<file path="src/rtl/pipe_pkg.sv">
// Shared types and constants for the pipeline hazard controller.
package pipe_pkg;
  localparam int REG_COUNT_DEF = 32;
  localparam int REG_BITS_DEF  = $clog2(REG_COUNT_DEF);

  localparam logic [1:0] FWD_RF = 2'b00;
  localparam logic [1:0] FWD_EM = 2'b01;
  localparam logic [1:0] FWD_MW = 2'b10;

  typedef enum logic {
    ST_RUN      = 1'b0,
    ST_MUL_WAIT = 1'b1
  } state_e;
endpackage

</file>
<file path="src/rtl/hazard_ctrl_fwd_unit.sv">
// EX operand forwarding select for one source operand; EX/MEM wins over MEM/WB, x0 never forwards.
module fwd_unit
  import pipe_pkg::*;
#(
  parameter int REG_BITS = REG_BITS_DEF
) (
  input  logic [REG_BITS-1:0] ex_rs_i,
  input  logic [REG_BITS-1:0] em_rd_i,
  input  logic                em_reg_write_i,
  input  logic [REG_BITS-1:0] mw_rd_i,
  input  logic                mw_reg_write_i,
  output logic [1:0]          fwd_o
);
  always_comb begin
    fwd_o = FWD_RF;
    if (em_reg_write_i && (em_rd_i != '0) && (em_rd_i == ex_rs_i))
      fwd_o = FWD_EM;
    else if (mw_reg_write_i && (mw_rd_i != '0) && (mw_rd_i == ex_rs_i))
      fwd_o = FWD_MW;
  end
endmodule

</file>
<file path="src/rtl/hazard_ctrl.sv">
// Pipeline control: load-use interlock, branch flush, memory wait, multi-cycle EX
// sequencing, operand forwarding selects and stall/flush performance counters.
module hazard_ctrl
  import pipe_pkg::*;
#(
  parameter int REG_COUNT = 32,
  parameter int REG_BITS  = $clog2(REG_COUNT),
  parameter int MUL_LAT   = 4,
  parameter int CNT_WIDTH = 32
) (
  input  logic                 clk,
  input  logic                 rst,
  input  logic [REG_BITS-1:0]  dec_rs1,
  input  logic [REG_BITS-1:0]  dec_rs2,
  input  logic                 dec_use_rs1,
  input  logic                 dec_use_rs2,
  input  logic [REG_BITS-1:0]  ex_rs1,
  input  logic [REG_BITS-1:0]  ex_rs2,
  input  logic [REG_BITS-1:0]  ex_rd,
  input  logic                 ex_is_load,
  input  logic                 ex_multi,
  input  logic                 branch_taken,
  input  logic [REG_BITS-1:0]  em_rd,
  input  logic [REG_BITS-1:0]  mw_rd,
  input  logic                 em_reg_write,
  input  logic                 mw_reg_write,
  input  logic                 mem_busy,
  input  logic                 cnt_clr,
  output logic                 pc_en,
  output logic                 fd_en,
  output logic                 de_en,
  output logic                 em_en,
  output logic                 fd_flush,
  output logic                 de_flush,
  output logic                 em_flush,
  output logic                 mul_start,
  output logic [1:0]           fwd_a,
  output logic [1:0]           fwd_b,
  output logic [CNT_WIDTH-1:0] stall_cnt,
  output logic [CNT_WIDTH-1:0] flush_cnt
);
  localparam int WCNT_W = $clog2(MUL_LAT) + 1;

  state_e               state_q, state_d;
  logic [WCNT_W-1:0]    wcnt_q, wcnt_d;
  logic [CNT_WIDTH-1:0] stall_cnt_q, stall_cnt_d;
  logic [CNT_WIDTH-1:0] flush_cnt_q, flush_cnt_d;
  logic                 branch_flush;
  logic                 load_use;
  logic [1:0]           fwd_a_raw, fwd_b_raw;

  fwd_unit #(.REG_BITS(REG_BITS)) u_fwd_a (
    .ex_rs_i        (ex_rs1),
    .em_rd_i        (em_rd),
    .em_reg_write_i (em_reg_write),
    .mw_rd_i        (mw_rd),
    .mw_reg_write_i (mw_reg_write),
    .fwd_o          (fwd_a_raw)
  );

  fwd_unit #(.REG_BITS(REG_BITS)) u_fwd_b (
    .ex_rs_i        (ex_rs2),
    .em_rd_i        (em_rd),
    .em_reg_write_i (em_reg_write),
    .mw_rd_i        (mw_rd),
    .mw_reg_write_i (mw_reg_write),
    .fwd_o          (fwd_b_raw)
  );

  assign fwd_a = rst ? FWD_RF : fwd_a_raw;
  assign fwd_b = rst ? FWD_RF : fwd_b_raw;

  assign load_use = ex_is_load && (ex_rd != '0) &&
                    ((dec_use_rs1 && (dec_rs1 == ex_rd)) ||
                     (dec_use_rs2 && (dec_rs2 == ex_rd)));

  always_comb begin
    state_d      = state_q;
    wcnt_d       = wcnt_q;
    pc_en        = 1'b0;
    fd_en        = 1'b0;
    de_en        = 1'b0;
    em_en        = 1'b0;
    fd_flush     = 1'b0;
    de_flush     = 1'b0;
    em_flush     = 1'b0;
    mul_start    = 1'b0;
    branch_flush = 1'b0;
    if (rst || mem_busy) begin
      // everything frozen; state and wcnt hold
    end else if ((state_q == ST_RUN) && ex_multi) begin
      mul_start = 1'b1;
      em_en     = 1'b1;
      em_flush  = 1'b1;
      wcnt_d    = WCNT_W'(MUL_LAT - 1);
      state_d   = ST_MUL_WAIT;
    end else if ((state_q == ST_MUL_WAIT) && (wcnt_q > WCNT_W'(1))) begin
      em_en    = 1'b1;
      em_flush = 1'b1;
      wcnt_d   = wcnt_q - WCNT_W'(1);
    end else begin
      // RUN, or the release cycle of MUL_WAIT (ex_multi not re-examined)
      if (state_q == ST_MUL_WAIT) begin
        state_d = ST_RUN;
        wcnt_d  = '0;
      end
      if (branch_taken) begin
        branch_flush = 1'b1;
        pc_en        = 1'b1;
        fd_en        = 1'b1;
        de_en        = 1'b1;
        em_en        = 1'b1;
        fd_flush     = 1'b1;
        de_flush     = 1'b1;
      end else if (load_use) begin
        de_en    = 1'b1;
        de_flush = 1'b1;
        em_en    = 1'b1;
      end else begin
        pc_en = 1'b1;
        fd_en = 1'b1;
        de_en = 1'b1;
        em_en = 1'b1;
      end
    end
  end

  always_comb begin
    stall_cnt_d = stall_cnt_q;
    flush_cnt_d = flush_cnt_q;
    if (cnt_clr) begin
      stall_cnt_d = '0;
      flush_cnt_d = '0;
    end else begin
      if (!pc_en && (stall_cnt_q != {CNT_WIDTH{1'b1}}))
        stall_cnt_d = stall_cnt_q + CNT_WIDTH'(1);
      if (branch_flush && (flush_cnt_q != {CNT_WIDTH{1'b1}}))
        flush_cnt_d = flush_cnt_q + CNT_WIDTH'(1);
    end
  end

  always_ff @(posedge clk or posedge rst) begin
    if (rst) begin
      state_q     <= ST_RUN;
      wcnt_q      <= '0;
      stall_cnt_q <= '0;
      flush_cnt_q <= '0;
    end else begin
      state_q     <= state_d;
      wcnt_q      <= wcnt_d;
      stall_cnt_q <= stall_cnt_d;
      flush_cnt_q <= flush_cnt_d;
    end
  end

  assign stall_cnt = stall_cnt_q;
  assign flush_cnt = flush_cnt_q;
endmodule

</file>
<file path="config.mk">
export PLATFORM = sky130hd
export DESIGN_NAME = hazard_ctrl
export DESIGN_NICKNAME = d
export VERILOG_FILES = /design/src/rtl/pipe_pkg.sv /design/src/rtl/hazard_ctrl_fwd_unit.sv /design/src/rtl/hazard_ctrl.sv
export SDC_FILE = /design/constraint.sdc
export NUM_CORES = 1
export LEC_CHECK = 0
export CAP_MARGIN = 25
export CORE_MARGIN = 3
export CORE_UTILIZATION = 51
export DETAILED_ROUTE_END_ITERATION = 8
export GPL_ROUTABILITY_DRIVEN = 0
export PLACE_DENSITY = 0.86
export SYNTH_ARGS = -nofsm -noshare
export SYNTH_HDL_FRONTEND = slang
export SYNTH_SLANG_ARGS = --single-unit
</file>
<file path="constraint.sdc">
create_clock -name clk -period 10.6 [get_ports clk]
set_input_delay 2.12 -clock clk [delete_from_list [all_inputs] [get_ports clk]]
set_output_delay 2.12 -clock clk [all_outputs]
set_load 0.05 [all_outputs]
</file>
==> flow_summary.json <==
{
  "boundaryPins": 122,
  "seqPwrFrac": 0.454,
  "r2r_slack_ps": 7750,
  "reg2reg_depth": 7,
  "ys_warn_count": 0,
  "critPathKind": "primary input to output pin",
  "drc": 0,
  "fp.dieH_um": 94.3,
  "drive_above_1_share": 0.0465,
  "hold_path_class": "flop to flop",
  "crit_arrival_ps": 5100,
  "leakage_nw": 2.16,
  "tritoncts": "yes",
  "grt_pass1_wl_mm": 17.2,
  "area_delta_synth_final_pct": 37.3,
  "synth_area_um2": 3980,
  "fin_crit_ps": 7220,
  "finalHoldViolCount": 0,
  "async_reset_ff_frac": 1.00,
  "clkSinkCount": 68,
  "post-cts-setup-buffer-count": 0,
  "powerDensity_nw_per_um2": 113,
  "slowest_stage": "clkdlybuf4s50_1",
  "crit_end": "fd_en",
  "final_antenna_net_count": 0,
  "vias": 3753,
  "p_int_w": 0.000431,
  "cp_max_fo": 23,
  "cts-hold-fix-buffers": 0,
  "h-tree-depth": 3,
  "syn_nets": 505,
  "setup_viol": 0,
  "timing.fmax_ghz": 0.138,
  "cp_slowest_stage_delay_ps": 850,
  "power_frac_comb": 0.220,
  "finalNetCount": 625,
  "cts_resized": 0,
  "diodes": 0,
  "utilization": 0.738,
  "grt_max_degree": 69,
  "cts-root-buf": "clkbuf_8",
  "grt_usage": 0.240,
  "die_width_um": 94.3,
  "rsz0062_at_grt": "no",
  "syn_area_per_cell_um2": 8.73,
  "ys_types": 41,
  "io_buffers": 121,
  "crit_chain": "clkdlybuf4s50_1, or4_1, o21a_1, and2_1, a21o_1, inv_2, clkdlybuf4s50_1",
  "whs_path_depth": 2,
  "tightest_slew_ps": 839,
  "p_clk_frac": 0.326,
  "endpoint_kind": "output pin",
  "wl_per_cell_um": 15.2,
  "grt_pass1_vias": 3698,
  "period_share": 0.682,
  "slew_headroom": 0.441,
  "clk_pin_slew_ps": 70,
  "grt_antenna_before_repair": 0,
  "peakVddDrop_mv": 0.0927,
  "r2r-start": "stall_cnt[14]",
  "ys_seq_area_frac": 0.428,
  "ys_seq_elements": 68,
  "switchingPower_w": 0.000188,
  "crit_start": "ex_rd[1]",
  "rows": 31,
  "post-dp-hpwl_mm": 7.73,
  "dp_slack_ps": 3410,
  "cts-buffers-inserted": 9,
  "syn_inst": 456,
  "clk_latency_ps": 340,
  "skew_ps": 11.0,
  "vias_per_cell": 5.52,
  "slew_violations": 0,
  "start_util": 0.537,
  "status": "completed",
  "p_sw_frac": 0.303,
  "cpMostUsedCell": "clkdlybuf4s50_1",
  "routed_wl_mm": 10.4,
  "coreArea_um2": 7410,
  "setup_tns_ps": 0,
  "max_cap_viol_count": 0,
  "finalWorstSetupSlack_ps": 3380,
  "synth_edf_count": 0,
  "fillers": 547,
  "worstPathRequired_ps": 8480,
  "first_iter_violations": 198,
  "r2r_end": "stall_cnt[12]",
  "die_area_um2": 8900,
  "critPathLaunchType": "primary input",
  "cts_buffer_depth": 2,
  "first_pass_iters": 4,
  "ys.flop_type": "dfrtp_1",
  "gr-total-overflow": 0
}
cells in the mapped netlist, types with 2 or more instances:
| cell | count | area share |
|---|---|---|
| nand2b_1 | 3 | 0.0047 |
| nor2_1 | 84 | 0.079 |
| and2_1 | 3 | 0.0047 |
| a21oi_1 | 8 | 0.010 |
| or4_1 | 5 | 0.0094 |
| o21ai_0 | 6 | 0.0075 |
| nor3_1 | 19 | 0.024 |
| xnor2_1 | 38 | 0.084 |
| and4_1 | 3 | 0.0066 |
| buf_1 | 2 | 0.0019 |
| a22oi_1 | 2 | 0.0038 |
| nand4_1 | 20 | 0.031 |
| or3_1 | 5 | 0.0079 |
| or2_2 | 3 | 0.0047 |
| ha_1 | 3 | 0.0094 |
| nor4_1 | 10 | 0.016 |
| nand3_1 | 41 | 0.052 |
| and3_1 | 7 | 0.011 |
| xor2_1 | 49 | 0.11 |
| dfrtp_1 | 68 | 0.43 |
| clkbuf_1 | 11 | 0.010 |
| nand2_1 | 36 | 0.034 |
| inv_1 | 12 | 0.011 |
layout make-up:
class | count | area [µm²] | share of cell area
multi-input cells | 361 | 2170 | 0.398
clock inverters | 5 | 52.6 | 0.00962
repair buffers | 123 | 1230 | 0.226
inverters | 13 | 48.8 | 0.00893
flip-flops and latches | 68 | 1700 | 0.311
clock buffers | 11 | 131 | 0.0240
well taps | 99 | 124 | 0.0227
worst max-delay path: cells and delay by family:
kind | cells | cell delay (ps)
AO/OA/AOI/OAI | 2 | 630
buffers and inverters | 3 | 1640
AND/OR/NAND/NOR | 2 | 700
routing by layer:
layer,wire length (µm),track usage
met2,5370,0.415
met5,0,0
met1,4260,0.297
met3,559,0.0566
met4,161,0.0710
worst min-delay path by stage:
stage                        startpoint       endpoint  slack (ps)
final                     stall_cnt[19]  stall_cnt[19]         570
after global placement        wcnt_q[2]      wcnt_q[2]         530
after CTS                     wcnt_q[2]      wcnt_q[2]         560
after global routing          wcnt_q[2]      wcnt_q[2]         570
after floorplan               wcnt_q[2]      wcnt_q[2]         500
after detailed placement      wcnt_q[2]      wcnt_q[2]         530
sequential cells by signal, summed over array words and instances, names as in the netlist:
signal,flops
flush_cnt,32
stall_cnt,32
state_q,1
wcnt_q,3
cell usage in the layout, fill, tap and decap left out, drive strengths merged, types with 2 or more instances in the layout:
| cell | count |
|---|---|
| buf | 3 |
| and3 | 7 |
| nor2 | 84 |
| and4 | 3 |
| nand4 | 21 |
| ha | 3 |
| or4 | 5 |
| xor2 | 49 |
| clkbuf | 11 |
| nand2 | 36 |
| o21ai | 7 |
| xnor2 | 38 |
| nand3 | 41 |
| nand2b | 3 |
| clkdlybuf4s50 | 120 |
| a22oi | 2 |
| and2 | 3 |
| clkinv | 3 |
| a21oi | 8 |
| inv | 13 |
| nor3 | 19 |
| or3 | 5 |
| or2 | 3 |
| nor4 | 10 |
| dfrtp | 68 |
cell families (layout without fill, tap and decap cells):
| logic type | after synthesis | in the layout | share of synthesized area |
|---|---|---|---|
| AOI/OAI and AO/OA | 23 | 23 | 0.0371 |
| xor gates and xnor gates | 87 | 87 | 0.191 |
| adders and majority gates | 3 | 3 | 0.00943 |
| buffers and inverters | 27 | 152 | 0.0264 |
| DFF | 68 | 68 | 0.428 |
| muxes | 2 | 2 | 0.00534 |
| and+or+nand+nor | 246 | 246 | 0.303 |
power groups by stage:
stage	Combinational [W]	Clock, W	Sequential [W]
2_1_floorplan	0.0000760	0	0.000295
3_3_place_gp	0.000130	0	0.000285
3_5_place_dp	0.000136	0	0.000286
4_1_cts	0.000137	0.000207	0.000281
5_1_grt	0.000148	0.000221	0.000283
6_report	0.000136	0.000202	0.000281
through the flow:
step	total power, W	cells	cell area, µm²	hold slack, ps
floorplan	0.000371	456	3980	497
global placement	0.000415	663	5260	530
detailed placement	0.000423	664	5280	535
CTS	0.000625	680	5470	558
global route	0.000652	680	5470	574
finish	0.000619	680	5470	567
(Power assumes the default switching activity.)
